### config.mk
export PLATFORM = sky130hd
export DESIGN_NAME = vmem_access_sequencer
export DESIGN_NICKNAME = d
export VERILOG_FILES = /design/src/rtl/vmem_seq_pkg.sv /design/src/rtl/vmem_addr_gen.sv /design/src/rtl/vmem_access_sequencer.sv
export SDC_FILE = /design/constraint.sdc
export NUM_CORES = 1
export LEC_CHECK = 0
export ABC_AREA = 0
export BUFFER_PORTS_ARGS = -buffer_cell sky130_fd_sc_hd__buf_2
export CORE_AREA = 3 3 171 173
export DETAILED_ROUTE_END_ITERATION = 10
export DIE_AREA = 0 0 174 176
export GPL_ROUTABILITY_DRIVEN = 1
export PLACE_DENSITY_LB_ADDON = 0.25
export SLEW_MARGIN = 25
export SYNTH_ARGS = -nofsm -noshare
export SYNTH_HDL_FRONTEND = slang
export SYNTH_SLANG_ARGS = --single-unit
### constraint.sdc
create_clock -name clk -period 5.6 [get_ports clk]
set_input_delay 1.12 -clock clk [delete_from_list [all_inputs] [get_ports clk]]
set_output_delay 1.12 -clock clk [all_outputs]
set_load 0.02 [all_outputs]
### src/rtl/vmem_seq_pkg.sv
// Shared types and default geometry for the vector/scalar memory sequencer.
package vmem_seq_pkg;
  localparam int XLEN_DEF            = 32;
  localparam int VLEN_DEF            = 128;
  localparam int DATA_ADDR_WIDTH_DEF = 10;
  localparam int NLANES_DEF          = VLEN_DEF / XLEN_DEF;

  typedef enum logic [1:0] {IDLE, V_ISSUE, V_DRAIN, V_DONE} vseq_state_e;

  // Lane counter width; a single-lane build still needs one bit.
  function automatic int lane_w(input int n);
    return (n > 1) ? $clog2(n) : 1;
  endfunction
endpackage

### src/rtl/vmem_addr_gen.sv
// Strided word-address accumulator: load base, then add stride per step, wrapping.
module vmem_addr_gen #(
  parameter int AW = 10
) (
  input  logic          clk,
  input  logic          rst_n,
  input  logic          load,
  input  logic          step,
  input  logic [AW-1:0] base,
  input  logic [AW-1:0] stride,
  output logic [AW-1:0] addr
);
  logic [AW-1:0] stride_q;

  // Modular AW-bit add gives both wrap-around and negative strides for free.
  always_ff @(posedge clk or negedge rst_n) begin
    if (!rst_n) begin
      addr     <= '0;
      stride_q <= '0;
    end else if (load) begin
      addr     <= base;
      stride_q <= stride;
    end else if (step) begin
      addr     <= addr + stride_q;
    end
  end
endmodule

### src/rtl/vmem_access_sequencer.sv
// Shares the single DMEM port between scalar single-beat and vector multi-beat accesses.
module vmem_access_sequencer
  import vmem_seq_pkg::*;
#(
  parameter int XLEN            = XLEN_DEF,
  parameter int VLEN            = VLEN_DEF,
  parameter int DATA_ADDR_WIDTH = DATA_ADDR_WIDTH_DEF,
  localparam int NLANES         = VLEN / XLEN
) (
  input  logic                       clk,
  input  logic                       rst_n,
  input  logic                       s_req,
  input  logic                       s_we,
  input  logic [DATA_ADDR_WIDTH-1:0] s_addr,
  input  logic [XLEN-1:0]            s_wdata,
  output logic                       s_gnt,
  output logic                       s_rvalid,
  output logic [XLEN-1:0]            s_rdata,
  input  logic                       v_req,
  input  logic                       v_we,
  input  logic [DATA_ADDR_WIDTH-1:0] v_base,
  input  logic [DATA_ADDR_WIDTH-1:0] v_stride,
  input  logic [NLANES-1:0]          v_mask,
  input  logic [VLEN-1:0]            v_wdata,
  output logic                       v_ack,
  output logic                       v_done,
  output logic [VLEN-1:0]            v_rdata,
  output logic                       busy,
  output logic                       mem_en,
  output logic                       mem_we,
  output logic [DATA_ADDR_WIDTH-1:0] mem_addr,
  output logic [XLEN-1:0]            mem_wdata,
  input  logic [XLEN-1:0]            mem_rdata
);
  localparam int LW = lane_w(NLANES);

  vseq_state_e                state_q, state_d;
  logic [LW-1:0]              lane_q;
  logic                       we_q;
  logic [NLANES-1:0]          mask_q;
  logic [VLEN-1:0]            wdata_q;
  logic                       fair_q;
  logic                       s_rvalid_q;
  logic                       cap_q, cap_en_q;
  logic [LW-1:0]              cap_lane_q;
  logic [VLEN-1:0]            v_rdata_q;
  logic [DATA_ADDR_WIDTH-1:0] lane_addr;
  logic                       last_lane;

  assign last_lane = (lane_q == LW'(NLANES - 1));

  vmem_addr_gen #(.AW(DATA_ADDR_WIDTH)) u_addr_gen (
    .clk    (clk),
    .rst_n  (rst_n),
    .load   (v_ack),
    .step   (state_q == V_ISSUE),
    .base   (v_base),
    .stride (v_stride),
    .addr   (lane_addr)
  );

  always_comb begin
    state_d   = state_q;
    s_gnt     = 1'b0;
    v_ack     = 1'b0;
    v_done    = 1'b0;
    mem_en    = 1'b0;
    mem_we    = 1'b0;
    mem_addr  = '0;
    mem_wdata = '0;
    case (state_q)
      IDLE: begin
        // Scalar wins ties unless the vector already lost one.
        s_gnt = s_req & ~(v_req & fair_q);
        v_ack = v_req & ~s_gnt;
        if (s_gnt) begin
          mem_en    = 1'b1;
          mem_we    = s_we;
          mem_addr  = s_addr;
          mem_wdata = s_wdata;
        end
        if (v_ack) state_d = V_ISSUE;
      end
      V_ISSUE: begin
        mem_en    = mask_q[lane_q];
        mem_we    = we_q;
        mem_addr  = lane_addr;
        mem_wdata = wdata_q[lane_q*XLEN +: XLEN];
        if (last_lane) state_d = we_q ? V_DONE : V_DRAIN;
      end
      V_DRAIN: state_d = V_DONE;
      V_DONE: begin
        v_done  = 1'b1;
        state_d = IDLE;
      end
      default: state_d = IDLE;
    endcase
  end

  always_ff @(posedge clk or negedge rst_n) begin
    if (!rst_n) begin
      state_q    <= IDLE;
      lane_q     <= '0;
      we_q       <= 1'b0;
      mask_q     <= '0;
      wdata_q    <= '0;
      fair_q     <= 1'b0;
      s_rvalid_q <= 1'b0;
      cap_q      <= 1'b0;
      cap_en_q   <= 1'b0;
      cap_lane_q <= '0;
      v_rdata_q  <= '0;
    end else begin
      state_q    <= state_d;
      s_rvalid_q <= s_gnt & ~s_we;
      if (v_ack)              fair_q <= 1'b0;
      else if (s_gnt & v_req) fair_q <= 1'b1;
      if (v_ack) begin
        we_q    <= v_we;
        mask_q  <= v_mask;
        wdata_q <= v_wdata;
        lane_q  <= '0;
      end else if (state_q == V_ISSUE) begin
        lane_q  <= lane_q + LW'(1);
      end
      // Load data returns one cycle after its lane issues; skipped lanes read as 0.
      cap_q      <= (state_q == V_ISSUE) & ~we_q;
      cap_en_q   <= mask_q[lane_q];
      cap_lane_q <= lane_q;
      if (cap_q) v_rdata_q[cap_lane_q*XLEN +: XLEN] <= cap_en_q ? mem_rdata : '0;
    end
  end

  assign s_rvalid = s_rvalid_q;
  assign s_rdata  = s_rvalid_q ? mem_rdata : '0;
  assign v_rdata  = v_rdata_q;
  assign busy     = (state_q != IDLE);
endmodule
**Yosys cells after proc, flatten, opt, wreduce, memory -nomap -nowiden**

Index checks and enable logic that the tools add are counted.
W data, S select, Z words.

- Flip-flop bits (word level): 291
- Bits of input ports: 232
- Output and inout port bits: 209
- Logic and storage cells: 67

- Add/sub/neg operators: 3
- $lt $le $gt $ge: 1
- Equal/unequal tests: 6
- Shift-type cells: 3
- Multiplexer cells: 26
- Bitwise gates (word level): 10
- Reduce and logical (&&, ||, !) cells: 5

Operators with widths:

| operator | number |
|---|---|
| $bwmux W128 | 1 |
| $shift A32 B34 Y128 const A | 1 |
| $shiftx A128 B8 Y32 | 1 |
| $shiftx A32 B34 Y128 | 1 |
| $mux W32 | 3 |
| $pmux W32 S2 | 1 |
| $neg A7 Y34 | 1 |
| $mux W10 | 3 |
| $pmux W10 S2 | 1 |
| $add A10 B10 Y10 | 1 |
| $mux W1 | 9 |
| $mux W2 | 4 |
| $pmux W2 S4 | 1 |
| $and A1 B1 Y1 | 6 |
| $eq A2 B2 Y1 const B | 3 |
| $reduce_bool A2 Y1 | 3 |
| $ne A2 B2 Y1 const B | 2 |
| $not A1 Y1 | 4 |
| $pmux W1 S2 | 2 |
| $lt A2 B3 Y1 const B | 1 |
| $add A2 B1 Y2 const B | 1 |
| $bmux W1 S2 | 1 |
| $eq A2 B1 Y1 const B | 1 |
| $logic_not A2 Y1 | 1 |
| $reduce_and A2 Y1 | 1 |

**Depth between registers and ports, before layout**

- Depth in word-level cells: 7
- Depth in mapped cells: 8
- Gate-level depth less buffers: 8

**Modules after synthesis**

Synthesis repeated with hierarchy kept, for this count alone.

- Cell total of the unflattened synthesis: 1070
- Area, all modules: 13407.9 sq um

By module, submodules not included:

| module | instances | cells each | area an instance (sq um) |
|---|---|---|---|
| vmem_access_sequencer | 1 | 953 | 12179.2 |
| vmem_addr_gen | 1 | 117 | 1228.7 |

**Least setup slack after synthesis**

OpenSTA, ideal clock, no wires.

- Path kind: input port to output port
- Start: input s_req
- End: output mem_wdata[11]
- Arrival: 2.304 ns
- Required time: 4.480 ns
- Setup slack: 2.176 ns
- Cell stages on the path: 5
- Buffers on the path: 2
- Cells stage by stage: nand2_1 a21oi_1 clkbuf_1 clkbuf_1 a22o_1

- Cells in the longest elaborated chain, start to end: 3

RTL lines:

| element | line | source |
|---|---|---|
| from (decl) | vmem_access_sequencer.sv:12 | `input logic s_req,` |
| $and A1 B1 Y1 | vmem_access_sequencer.sv:74 | `s_gnt = s_req & ~(v_req & fair_q);` |
| $mux W32 | vmem_access_sequencer.sv:76 | `if (s_gnt) begin` |
| $pmux W32 S2 | vmem_access_sequencer.sv:71 | `case (state_q)` |
| to (decl) | vmem_access_sequencer.sv:32 | `output logic [XLEN-1:0] mem_wdata,` |

Every way passes these cells.

**Worst setup path after layout**

- Start: register state_q[0]
- End: output mem_wdata[23]

- Cells in the longest elaborated chain, start to end: 2

RTL lines:

| element | line | source |
|---|---|---|
| from (decl) | vmem_access_sequencer.sv:37 | `vseq_state_e state_q, state_d;` |
| from (signal assigned) | vmem_access_sequencer.sv:114 | `state_q <= state_d;` |
| $eq A2 B1 Y1 / $logic_not A2 Y1 (equally long branches) | vmem_access_sequencer.sv:71 |  |
| $pmux W32 S2 (*) | vmem_access_sequencer.sv:71 |  |

Every way passes the cells marked *; elsewhere a longest branch is shown, timed or not.

==> qor.txt <==
Hold EP -> wdata_q[93]
Netlist cell types -> 42
Worst slew margin -> 36.4%
Core area -> 27800 um2
YS warnings -> 0
MaxCap Viol Count -> 0
Antenna violations before repair -> 14
CTS buffer count -> 30
Final Total Pwr -> 8.78 mW
Total global routing overflow -> 0
HP Start -> wdata_q[93]
H-tree level count -> 1
Slowest stage delay, CP -> 0.49 ns
Dpl hpwl -> 26.4 mm
Vias in the first global route -> 10520
Worst Path Buf+Inv -> 3
CP endpoint kind -> primary output
Worst-Skew Late Latency -> 0.54 ns
Worst setup SP type -> flip-flop
Worst hold path type -> reg2reg
VDD IR max -> 0.355 mV
WHS Path Cells -> 2
Die Y-Extent -> 176 um
CP arrival -> 2.96 ns
# IOs -> 441
Commonest register cell after synthesis -> dfrtp_1
Rows -> 61
RR Startpoint -> state_q[0]
Clock sink count -> 291
Setup TNS -> 0 ns
Mapped Cells -> 1165
Final Worst Setup Slack -> 1.52 ns
Port Buffers -> 440
Routability cong. -> 0.840
RSZ-0062 raised after global routing -> no
WL/cell -> 18.9 um
Worst R2R Setup Slack -> 2.25 ns
Number of synthesized flops with an enable pin -> 0
Tcrit/Tclk final -> 72.8%
Worst path cell trace -> inv_1 -> ha_1 -> nand2_1 -> a21oi_4 -> buf_4 -> a22o_1 -> buf_2
End of the worst register-to-register path -> wdata_q[49]
Starting Density -> 45.1%
Post-route ant nets -> 0
Drt drc -> 0
Post-CTS sizing -> 0
Area leader, netlist -> dfrtp_1
Final slew viol count -> 0
Global-route wire length before repair -> 58.7 mm
Pin slew with the least headroom to its limit -> 0.954 ns
Leak pwr -> 8.92 nW
Synthesized area per cell -> 10.8 um2
Synthesized flop and latch total -> 291
Fin. Hold Viols -> 0
Vias per cell -> 5.24
Register area share after synthesis -> 58.1%
Status -> complete, no violations
Synth top area share -> 58.1%
Post-route clock skew -> 0.0128 ns
Die Wd -> 174 um
WS Path Type -> reg2out
Die area -> 30600 um2
Family with the most delay on the worst path -> compound AO/OA/AOI/OAI gates
Largest net degree at the start of global routing -> 142
Drt total wl -> 37.5 mm
Final Critical Period -> 4.08 ns
Hold Buf Count CTS -> 0
Top post-synthesis cells by area -> dfrtp_1 (58%), nand2_1 (13%), a22o_1 (12%)
CTS max path bufs -> 3
Crit Path Max Fanout -> 27
Pwr per Cell Area -> 546 nW/um2
Synthesized Nets -> 1416
Clk slew on worst S/H paths -> 0.06 ns
R2R depth -> 8
Pre-CTS setup slack -> 1.72 ns
Setup-failing EPs final -> 0
Cell Area, Synth -> 12500 um2
NumNets Final -> 1824
Gr usage total -> 23.9%
Required time of the critical path -> 4.48 ns
CTS tree -> yes
FMAX -> 0.245 GHz
Async SR Flop Fraction -> 100%
Iteration-0 DRC Markers -> 645
First drt pass iteration count -> 5
Setup repair bufs after CTS -> 0
Via count -> 10367
Clk Tree Root Cell -> clkbuf_16
Fraction of layout cells with a size suffix above 1 -> 34.4%
Area Growth Syn to Fin -> 28.2%
Slowest cell on crit path -> a21oi_4
-- cells in the final DEF, fill, tap and decap left out, drive strengths merged, types with 3 or more instances in the layout --
cell type / synthesis / routed
a22o: 171 / 171
a21oi: 11 / 11
nand2: 448 / 448
nor2b: 4 / 4
clkbuf: 69 / 45
a211oi: 4 / 4
a21o: 3 / 3
diode: 0 / 5
ha: 18 / 18
and2: 32 / 32
buf: 11 / 456
clkinv: 0 / 8
dfrtp: 291 / 291
mux4: 33 / 33
mux2i: 6 / 6
nor3: 7 / 7
o21ai: 12 / 12
xnor2: 4 / 4
inv: 7 / 7
nor2: 12 / 12
-- kinds of logic (layout without fill, tap and decap cells) --
group | after synthesis | in the layout | share of synthesized area (%)
and+or+nand+nor | 512 | 512 | 16.4
DFF | 291 | 291 | 58.1
AOI/OAI and AO/OA | 212 | 212 | 14.1
buffers and inverters | 87 | 519 | 2.75
muxes | 39 | 39 | 6.41
adders and majority gates | 19 | 19 | 1.96
xor gates and xnor gates | 5 | 5 | 0.349
other | 0 | 5 | 0
-- Yosys cell counts, drive strengths merged, types with 2 or more instances --
cell and instances:
inv 7, and2 32, clkbuf 69, nor3 7, nand2 448, dfrtp 291
a21o 3, mux2i 6, nor2b 4, o31ai 2, a211oi 4, mux4 33
ha 18, a22o 171, nand3b 2, nor2 12, o21ai 12, nand3 2
xnor2 4, a21oi 11, buf 11, a31oi 2
-- metrics by stage --
step,std cells,area [um2],hold slack (ns),utilization [%]
after detailed placement,1919,15100,0.457,54.3
after CTS,1975,16100,0.472,57.8
final,1980,16100,0.469,57.8
after floorplan,1165,12500,0.376,-
after global placement,1919,15100,0.453,54.3
after global routing,1978,16100,0.489,57.8
-- report_power, final --
| part | total, mW | internal [mW] | switching [mW] |
|---|---|---|---|
| logic | 3.44 | 1.46 | 1.99 |
| clock network | 1.94 | 1.13 | 0.809 |
| registers | 3.40 | 2.85 | 0.547 |
-- sequential cells by signal (all words and copies together), names as in the netlist --
name and count:
u_addr_gen.addr 10, wdata_q 128, s_rvalid 1, cap_lane_q 2, mask_q 4, u_addr_gen.stride_q 10
cap_q 1, state_q 2, cap_en_q 1, v_rdata 128, lane_q 2, we_q 1
fair_q 1
-- final cells by class --
class	instances	area (um2)
fillers	2490	11700
flip-flops and latches	291	7280
multi-input cells	787	4950
repair buffers	456	2350
clock buffers	45	878
well taps	378	473
clock inverters	11	88.8
inverters	7	28.8
diodes	5	12.5
-- metal layers --
layer  up-vias  track usage (%)  share of wire [%]
met4        20             7.61                3.4
met5         -                0               0.34
li1       4813                -                  -
met1      5039             30.8                 40
met3        84             5.51                7.5
met2       411             40.3                 49
-- worst max path at each step --
stage / start / to / depth (start not counted)
3_5_place_dp: s_req / wdata_q[21] / 8
3_3_place_gp: v_req / mem_wdata[23] / 5
6_report: state_q[0] / mem_wdata[23] / 7
5_1_grt: state_q[1] / mem_wdata[23] / 7
2_1_floorplan: s_req / mem_wdata[11] / 5
4_1_cts: lane_q[0] / mem_wdata[11] / 4
-- worst register-to-register path: cells and delay by family, from the launching register on --
kind / cells / cell delay [ns]
buffers and inverters: 4 / 1.82
and+or+nand+nor: 3 / 0.75
adders and majority gates: 1 / 0.32
DFF: 1 / 0.40
Power figures use the tool's default switching activity.
